**src/rtl/mips_load_unit_if.sv**
```systemverilog
// Data-memory read bus for the MIPS load unit.
// Master drives req/addr; slave answers with ack and rdata in the same cycle.
interface mips_load_unit_if;
    logic        mem_req;
    logic [31:0] mem_addr;
    logic        mem_ack;
    logic [31:0] mem_rdata;

    modport master (
        output mem_req,
        output mem_addr,
        input  mem_ack,
        input  mem_rdata
    );

    modport slave (
        input  mem_req,
        input  mem_addr,
        output mem_ack,
        output mem_rdata
    );
endinterface

```
**src/rtl/mips_load_unit.sv**
```systemverilog
// Multi-cycle MIPS load path: aligned word fetch, lane extract, sign/zero extend.
// Optional REQ watchdog enabled by defining LOAD_TIMEOUT_EN.
module mips_load_unit #(
    parameter int unsigned TIMEOUT = 16
) (
    input  logic              clk,
    input  logic              rst_n,
    input  logic              start,
    input  logic [31:0]       Addr,
    input  logic [2:0]        Funct,
    output logic              busy,
    output logic              done,
    output logic [1:0]        ErrCode,
    output logic [31:0]       DataOut,
    mips_load_unit_if.master  mem
);

    typedef enum logic [1:0] {
        IDLE = 2'd0,
        REQ  = 2'd1,
        RESP = 2'd2,
        ERR  = 2'd3
    } state_t;

    localparam logic [2:0] FN_LB  = 3'b000;
    localparam logic [2:0] FN_LH  = 3'b001;
    localparam logic [2:0] FN_LW  = 3'b010;
    localparam logic [2:0] FN_LBU = 3'b100;
    localparam logic [2:0] FN_LHU = 3'b101;

    localparam logic [1:0] ERR_OK    = 2'b00;
    localparam logic [1:0] ERR_ALIGN = 2'b01;
    localparam logic [1:0] ERR_FUNCT = 2'b10;
    localparam logic [1:0] ERR_TMO   = 2'b11;

    if (TIMEOUT < 2 || TIMEOUT > 255) begin : gBadTimeout
        $error("TIMEOUT must be in 2..255");
    end

    state_t      stateQ;
    state_t      stateD;
    logic [31:0] addrQ;
    logic [2:0]  functQ;
    logic [31:0] dataQ;
    logic [1:0]  errQ;
    logic [1:0]  errD;
    logic        accept;
    logic        capture;
    logic        illegal;
    logic        misaligned;
    logic [7:0]  laneByte;
    logic [15:0] laneHalf;
    logic [31:0] extracted;

`ifdef LOAD_TIMEOUT_EN
    localparam logic [7:0] LastCnt = 8'(TIMEOUT - 1);
    logic [7:0] cntQ;
    logic       expired;

    assign expired = (cntQ == LastCnt);
`endif

    // Decode is done on the live inputs; only accepted requests are latched.
    always_comb begin
        illegal    = 1'b0;
        misaligned = 1'b0;
        unique case (1'b1)
            (Funct == FN_LB),
            (Funct == FN_LBU): misaligned = 1'b0;
            (Funct == FN_LH),
            (Funct == FN_LHU): misaligned = Addr[0];
            (Funct == FN_LW):  misaligned = (Addr[1:0] != 2'b00);
            default:           illegal    = 1'b1;
        endcase
    end

    always_comb begin
        stateD  = stateQ;
        errD    = errQ;
        accept  = 1'b0;
        capture = 1'b0;
        case (stateQ)
            IDLE: begin
                if (start) begin
                    if (illegal) begin
                        errD   = ERR_FUNCT;
                        stateD = ERR;
                    end else if (misaligned) begin
                        errD   = ERR_ALIGN;
                        stateD = ERR;
                    end else begin
                        accept = 1'b1;
                        stateD = REQ;
                    end
                end
            end
            REQ: begin
                if (mem.mem_ack) begin
                    capture = 1'b1;
                    stateD  = RESP;
                end
`ifdef LOAD_TIMEOUT_EN
                else if (expired) begin
                    errD   = ERR_TMO;
                    stateD = ERR;
                end
`endif
            end
            RESP:    stateD = IDLE;
            ERR:     stateD = IDLE;
            default: stateD = IDLE;
        endcase
    end

    // Big-endian lanes: offset 0 is the most significant byte.
    always_comb begin
        laneByte = 8'h00;
        case (addrQ[1:0])
            2'd0:    laneByte = mem.mem_rdata[31:24];
            2'd1:    laneByte = mem.mem_rdata[23:16];
            2'd2:    laneByte = mem.mem_rdata[15:8];
            default: laneByte = mem.mem_rdata[7:0];
        endcase
        laneHalf = addrQ[1] ? mem.mem_rdata[15:0]
                            : mem.mem_rdata[31:16];
    end

    always_comb begin
        extracted = mem.mem_rdata;
        unique case (1'b1)
            (functQ == FN_LB):
                extracted = {{24{laneByte[7]}}, laneByte};
            (functQ == FN_LBU):
                extracted = {24'h0, laneByte};
            (functQ == FN_LH):
                extracted = {{16{laneHalf[15]}}, laneHalf};
            (functQ == FN_LHU):
                extracted = {16'h0, laneHalf};
            default:
                extracted = mem.mem_rdata;
        endcase
    end

    always_ff @(posedge clk) begin
        if (!rst_n) begin
            stateQ <= IDLE;
            addrQ  <= 32'h0;
            functQ <= FN_LW;
            dataQ  <= 32'h0;
            errQ   <= ERR_OK;
        end else begin
            stateQ <= stateD;
            errQ   <= errD;
            if (accept) begin
                addrQ  <= Addr;
                functQ <= Funct;
            end
            if (capture) begin
                dataQ <= extracted;
            end
        end
    end

`ifdef LOAD_TIMEOUT_EN
    always_ff @(posedge clk) begin
        if (!rst_n) begin
            cntQ <= 8'h0;
        end else if (accept) begin
            cntQ <= 8'h0;
        end else if (stateQ == REQ && !mem.mem_ack) begin
            cntQ <= cntQ + 8'h1;
        end
    end
`endif

    assign busy         = (stateQ != IDLE);
    assign done         = (stateQ == RESP) || (stateQ == ERR);
    assign ErrCode      = (stateQ == ERR) ? errQ : ERR_OK;
    assign DataOut      = dataQ;
    assign mem.mem_req  = (stateQ == REQ);
    assign mem.mem_addr = {addrQ[31:2], 2'b00};

endmodule

```
**src/flat_wrapper.sv**
```systemverilog
// flat-port wrapper written by rule: the top's interface ports become plain ports
module mips_load_unit_flat 
#(
    parameter int unsigned TIMEOUT = 16
)
  (clk, rst_n, start, Addr, Funct, busy, done, ErrCode, DataOut, mem_mem_req, mem_mem_addr, mem_mem_ack, mem_mem_rdata);
  mips_load_unit_if mem_i ();
  input  logic clk;
  input  logic rst_n;
  input  logic start;
  input  logic [31:0] Addr;
  input  logic [2:0] Funct;
  output logic busy;
  output logic done;
  output logic [1:0] ErrCode;
  output logic [31:0] DataOut;
  output wire logic [$bits(mem_i.mem_req)-1:0] mem_mem_req;
  output wire logic [$bits(mem_i.mem_addr)-1:0] mem_mem_addr;
  input wire logic [$bits(mem_i.mem_ack)-1:0] mem_mem_ack;
  input wire logic [$bits(mem_i.mem_rdata)-1:0] mem_mem_rdata;
  assign mem_mem_req = mem_i.mem_req;
  assign mem_mem_addr = mem_i.mem_addr;
  assign mem_i.mem_ack = mem_mem_ack;
  assign mem_i.mem_rdata = mem_mem_rdata;
  mips_load_unit #(.TIMEOUT(TIMEOUT)) u_core (.clk(clk), .rst_n(rst_n), .start(start), .Addr(Addr), .Funct(Funct), .busy(busy), .done(done), .ErrCode(ErrCode), .DataOut(DataOut), .mem(mem_i));
endmodule
```
**config.mk**
```make
export PLATFORM = sky130hd
export DESIGN_NAME = mips_load_unit_flat
export DESIGN_NICKNAME = d
export VERILOG_FILES = /design/src/rtl/mips_load_unit_if.sv /design/src/rtl/mips_load_unit.sv /design/src/flat_wrapper.sv
export SDC_FILE = /design/constraint.sdc
export NUM_CORES = 1
export LEC_CHECK = 0
export ABC_AREA = 0
export CORE_AREA = 4 4 98 100
export CTS_CLUSTER_DIAMETER = 30
export DETAILED_ROUTE_END_ITERATION = 6
export DIE_AREA = 0 0 102 104
export PLACE_DENSITY = 0.76
export SLEW_MARGIN = 20
export SYNTH_ARGS = -nofsm -noshare
export SYNTH_HDL_FRONTEND = slang
export SYNTH_SLANG_ARGS = --single-unit
```
**constraint.sdc**
```tcl
create_clock -name clk -period 1.42 [get_ports clk]
set_clock_uncertainty 0.05 [all_clocks]
set_input_delay 0.142 -clock clk [delete_from_list [all_inputs] [get_ports clk]]
set_output_delay 0.142 -clock clk [all_outputs]
set_load 0.01 [all_outputs]
```
* Word level (Yosys, flattened, before mapping)
Index checks and enable logic that the tools add are counted.
** Operators by class
- Equality and inequality tests :: 15
- Multiplexer cells :: 18
- Reductions and logical operators :: 12
** Operators with widths (count)
- $pmux 32 s4 :: 1
- $pmux 8 s3 :: 1
- $mux 16 :: 1
- $mux 2 :: 7
- $eq 3x3->1 const B :: 4
- $eq 2x2->1 const B :: 3
- $eq 3x1->1 const B :: 2
- $logic_not 3->1 :: 2
- $mux 1 :: 6
- $pmux 2 s3 :: 1
- $reduce_or 5->1 :: 1
- $eq 2x1->1 const B :: 2
- $logic_not 2->1 :: 2
- $ne 2x1->1 const B :: 2
- $reduce_bool 2->1 :: 2
- $reduce_or 2->1 :: 2
- $eq 3x2->1 const B :: 1
- $reduce_and 3->1 :: 1
- $ne 2x2->1 const B :: 1
- $pmux 1 s2 :: 1
- $reduce_and 2->1 :: 1
- $logic_or 1x1->1 :: 1
** Storage, ports and cells
- Register bits :: 71

* Depth between registers and ports, before layout
- Depth in word-level cells :: 7
- Mapped depth :: 6
- Mapped depth without buffers :: 4

* Least setup slack after synthesis
No wires, ideal clock.
- Path kind :: register -> register
- Start point :: reg u_core.addrQ[1]
- End point :: reg u_core.dataQ[10], in the netlist u_core.DataOut[10]
- Library setup time :: 139 ps
- Arrival time :: 1324 ps
- Required time :: 1231 ps
- Slack :: -93 ps
- Cell stages (with the launch flop) :: 6
- Buffers on the path :: 1
- Clock period less this slack :: 1513 ps
- Path through :: dfxtp_1 > buf_4 > mux2i_2 > o22ai_2 > a211oi_4 > a221oi_1
** Between the ends
- Longest elaborated chain between the ends :: 3
- Elaborated cells between the ends (all ways) :: 6
- Classes of those cells :: eq/ne: 2; mux: 3; reduce/logical: 1
** RTL lines
- from (decl) :: line mips_load_unit.sv:42 : logic [31:0] addrQ;
- from (signal assigned) :: line mips_load_unit.sv:155 : addrQ <= Addr;
- $eq 2x2->1, or another cell as far along :: line mips_load_unit.sv:118 : case (addrQ[1:0])
- $pmux 8 s3 :: line mips_load_unit.sv:118
- $pmux 32 s4 (*) :: line mips_load_unit.sv:130 : unique case (1'b1)
- to (signal assigned) :: line mips_load_unit.sv:159 : dataQ <= extracted;
- to (decl) :: line mips_load_unit.sv:44 : logic [31:0] dataQ;
Mark *: on every way between the ends. The rest lies on a longest branch, timed or not.
A chain may end at the register's enable or synchronous reset.

* Worst setup path in the final report
- Start point :: reg u_core.functQ[1]
- End point :: reg u_core.dataQ[14], in the netlist u_core.DataOut[14]
** Between the ends
- Longest elaborated chain between the ends :: 2
- Elaborated cells between the ends (all ways) :: 5
- Classes of those cells :: eq/ne: 3; mux: 1; reduce/logical: 1
** RTL lines
- from (decl) :: line mips_load_unit.sv:43 : logic [2:0] functQ;
- from (signal assigned) :: line mips_load_unit.sv:156 : functQ <= Funct;
- $eq 3x3->1, or another cell as far along :: line mips_load_unit.sv:137 : (functQ == FN_LHU):
- $pmux 32 s4 (*) :: line mips_load_unit.sv:130
Marked as above.

==> impl_metrics.ini <==
[final_layout]
n_fill_cell = 765
area_delta_synth_final_pct = 56.4
diodes = 0
layout-drive-gt1-share_pct = 18.0
nets = 605
fin_cells = 647
mostFrequentLayoutCells = clkdlybuf4s50_1 (69), dfxtp_1 (67), dlygate4sd2_1 (61)
final_common_cell = clkdlybuf4s50_1

[die]
die_w_microns = 102
start_util_pct = 38.5
die_area_sq_mm = 0.0106
num_rows = 34
ios = 140
coreArea_sq_mm = 0.00868
die_h_microns = 104

[job]
drv_cap = 0

[route]
wire_per_inst_microns = 16.2
dr.pass1.iters = 4
drtIter0Drc = 127
vias = 3403
routed_wl_mm = 10.5
viasPerCell = 5.26
drc = 0
ant_nets = 0

[synth]
synthesis.area_sq_mm = 0.00334
ys_ff_latch = 71
synth_area_leader_cell = dfxtp_1
yosysSeqAreaShare_pct = 42.6
synth_top_area_share_pct = 42.6
yosysWarnings = 0
synth_cell_types = 38
postSynthCellCount = 413
synth_area_leaders = dfxtp_1 (43%), o21ai_0 (8.1%), buf_4 (7.6%)
synthArstFlopShare_pct = 0
avgSynthCellArea_sq_um = 8.08
synth_edf_count = 0
ys.flop_type = dfxtp_1

[placed_design]
place_congestion = 0.877
dp_hpwl_mm = 7.40
dp.cells = 629
io_buffers = 137

[timing]
rsz0062_at_grt = true
fmax_ghz = 0.642
drv_slew = 0
finalHoldViolCount = 0
relSlewSlack_pct = 40.4
tightest_slew_ns = 0.893
period_share_pct = 110
setup_viol = 26
min_period_ns = 1.56
setup_slack_ns = -0.137
tns_ns = -1.80

[critical_path]
worst_r2r_endpoint = u_core.DataOut[14]
path_buf_inv = 1
worstReg2RegStart = u_core.functQ[1]
critPathMaxFanout = 8
critPathLaunchType = flip-flop
arrival_ns = 1.75
critPathMaxStageDelay_ns = 0.42
crit_slowest_cell = or3b_4
crit_type = reg2reg
worstPathCellList = or3b_4 -> o22ai_4 -> a211oi_4 -> buf_12 -> a221oi_4
endpoint_kind = flip-flop
cp-startpoint = u_core.functQ[1]
reg2reg_depth = 5
path_delay_family = compound AO/OA/AOI/OAI gates
r2r_slack_ns = -0.14
critPathCapture = u_core.DataOut[14]
required_ns = 1.62
cp.depth = 5

[cts]
clock_latency_ns = 0.34
cts_buffers = 9
cts_root_buf = clkbuf_8
cts_max_level = 3
clk_pin_slew_ns = 0.08
cts_buffer_depth = 2
cts_tree = done
hold_buffers = 0
clock_sinks = 71

[pwr]
ir_drop_uv = 727
power_density_mw_per_mm2 = 985
p_leak_nw = 2.31

[run_status]
violations = negative setup slack
status = complete, but fails checks

[grt]
grt_pass1_vias = 3246
grt_overflow = 0
track_usage_pct = 18.7
grt_max_degree = 61
grt_pass1_wl_mm = 15.9
antenna_found_initial = 0

[worst_hold_path]
hold_path.class = in2reg
-- per-stage QoR --
| stage | area [sq um] | setup slack (ns) | hold WS (ns) | utilization, % | total power, W |
|---|---|---|---|---|---|
| after floorplan | 3350 | -0.00540 | 0.222 | - | 0.00264 |
| after global placement | 4800 | -0.268 | 0.385 | 55.3 | 0.00314 |
| after detailed placement | 4800 | -0.318 | 0.391 | 55.3 | 0.00316 |
| after CTS | 5020 | -0.151 | 0.134 | 57.8 | 0.00510 |
| after global routing | 5220 | -0.196 | 0.175 | 60.1 | 0.00536 |
| final | 5220 | -0.137 | 0.151 | 60.1 | 0.00514 |
-- logic make-up after synthesis --
group	count (synthesis)	synth area share, %
mux	9	3.07
simple gates	146	20.8
buf+inv	70	12.0
flops	71	42.6
compound gates	116	21.4
other cells	1	0.112
-- final cells by class --
cell class | count | area [sq um] | area share (%)
clock buffers | 10 | 138 | 2.64
multi-input cells | 273 | 1680 | 32.3
inverters | 4 | 15.0 | 0.288
well taps | 108 | 135 | 2.59
flip-flops and latches | 71 | 1430 | 27.5
clock inverters | 6 | 108 | 2.06
repair buffers | 175 | 1710 | 32.7
-- synth_stat cells (all sizes together), types with 5 or more instances --
library cell / n
nor2b: 5
nand3: 40
nor2: 17
a211oi: 5
mux2: 7
o22ai: 7
o21ai: 59
nand2: 56
and3: 18
dfxtp: 71
buf: 42
o31ai: 7
a21oi: 19
clkbuf: 24
a221oi: 10
-- worst min path at each step --
| stage | cells after the start | from | slack (ns) | end |
|---|---|---|---|---|
| after floorplan | 2 | Addr[1] | 0.22 | u_core.addrQ[1] |
| after global placement | 2 | u_core.addrQ[18] | 0.39 | u_core.addrQ[18] |
| after detailed placement | 2 | u_core.addrQ[19] | 0.39 | u_core.addrQ[19] |
| after CTS | 3 | rst_n | 0.13 | u_core.DataOut[6] |
| after global routing | 3 | rst_n | 0.18 | u_core.DataOut[6] |
| final | 3 | rst_n | 0.15 | u_core.DataOut[6] |
-- where the power goes --
| part | total [W] | internal, W | switching, W | leakage (nW) |
|---|---|---|---|---|
| sequential | 0.00215 | 0.00209 | 0.0000619 | 0.580 |
| combinational | 0.000996 | 0.000530 | 0.000467 | 1.61 |
| clock | 0.00199 | 0.00121 | 0.000781 | 0.122 |
| total | 0.00514 | 0.00383 | 0.00131 | 2.31 |
-- worst min-delay path: stages --
cell,delay [ns]
buf_2,0.19
nand3_1,0.11
o31ai_1,0.06
-- state kept, by name, summed over array words and instances, names as in the netlist --
name            count
u_core.addrQ       32
u_core.stateQ       2
u_core.functQ       3
u_core.DataOut     32
u_core.errQ         2
-- routing by layer --
metal / up-vias / part of all wire (%) / wire length, microns / track usage, %
li1: 1655 / - / - / -
met1: 1561 / 40 / 4180 / 23.4
met2: 163 / 46 / 4830 / 29.2
met3: 24 / 12 / 1220 / 6.77
met4: 0 / 2.7 / 281 / 6.56
met5: - / 0 / 0 / 0
-- repair_timing --
item / CTS / global route
gates resized for setup: 84 / 28
endpoints found under the setup margin: 95 / 66
gates cloned: 0 / 2
pin swaps: 4 / 10
setup buffers: 0 / 1
Power figures use the tool's default switching activity.
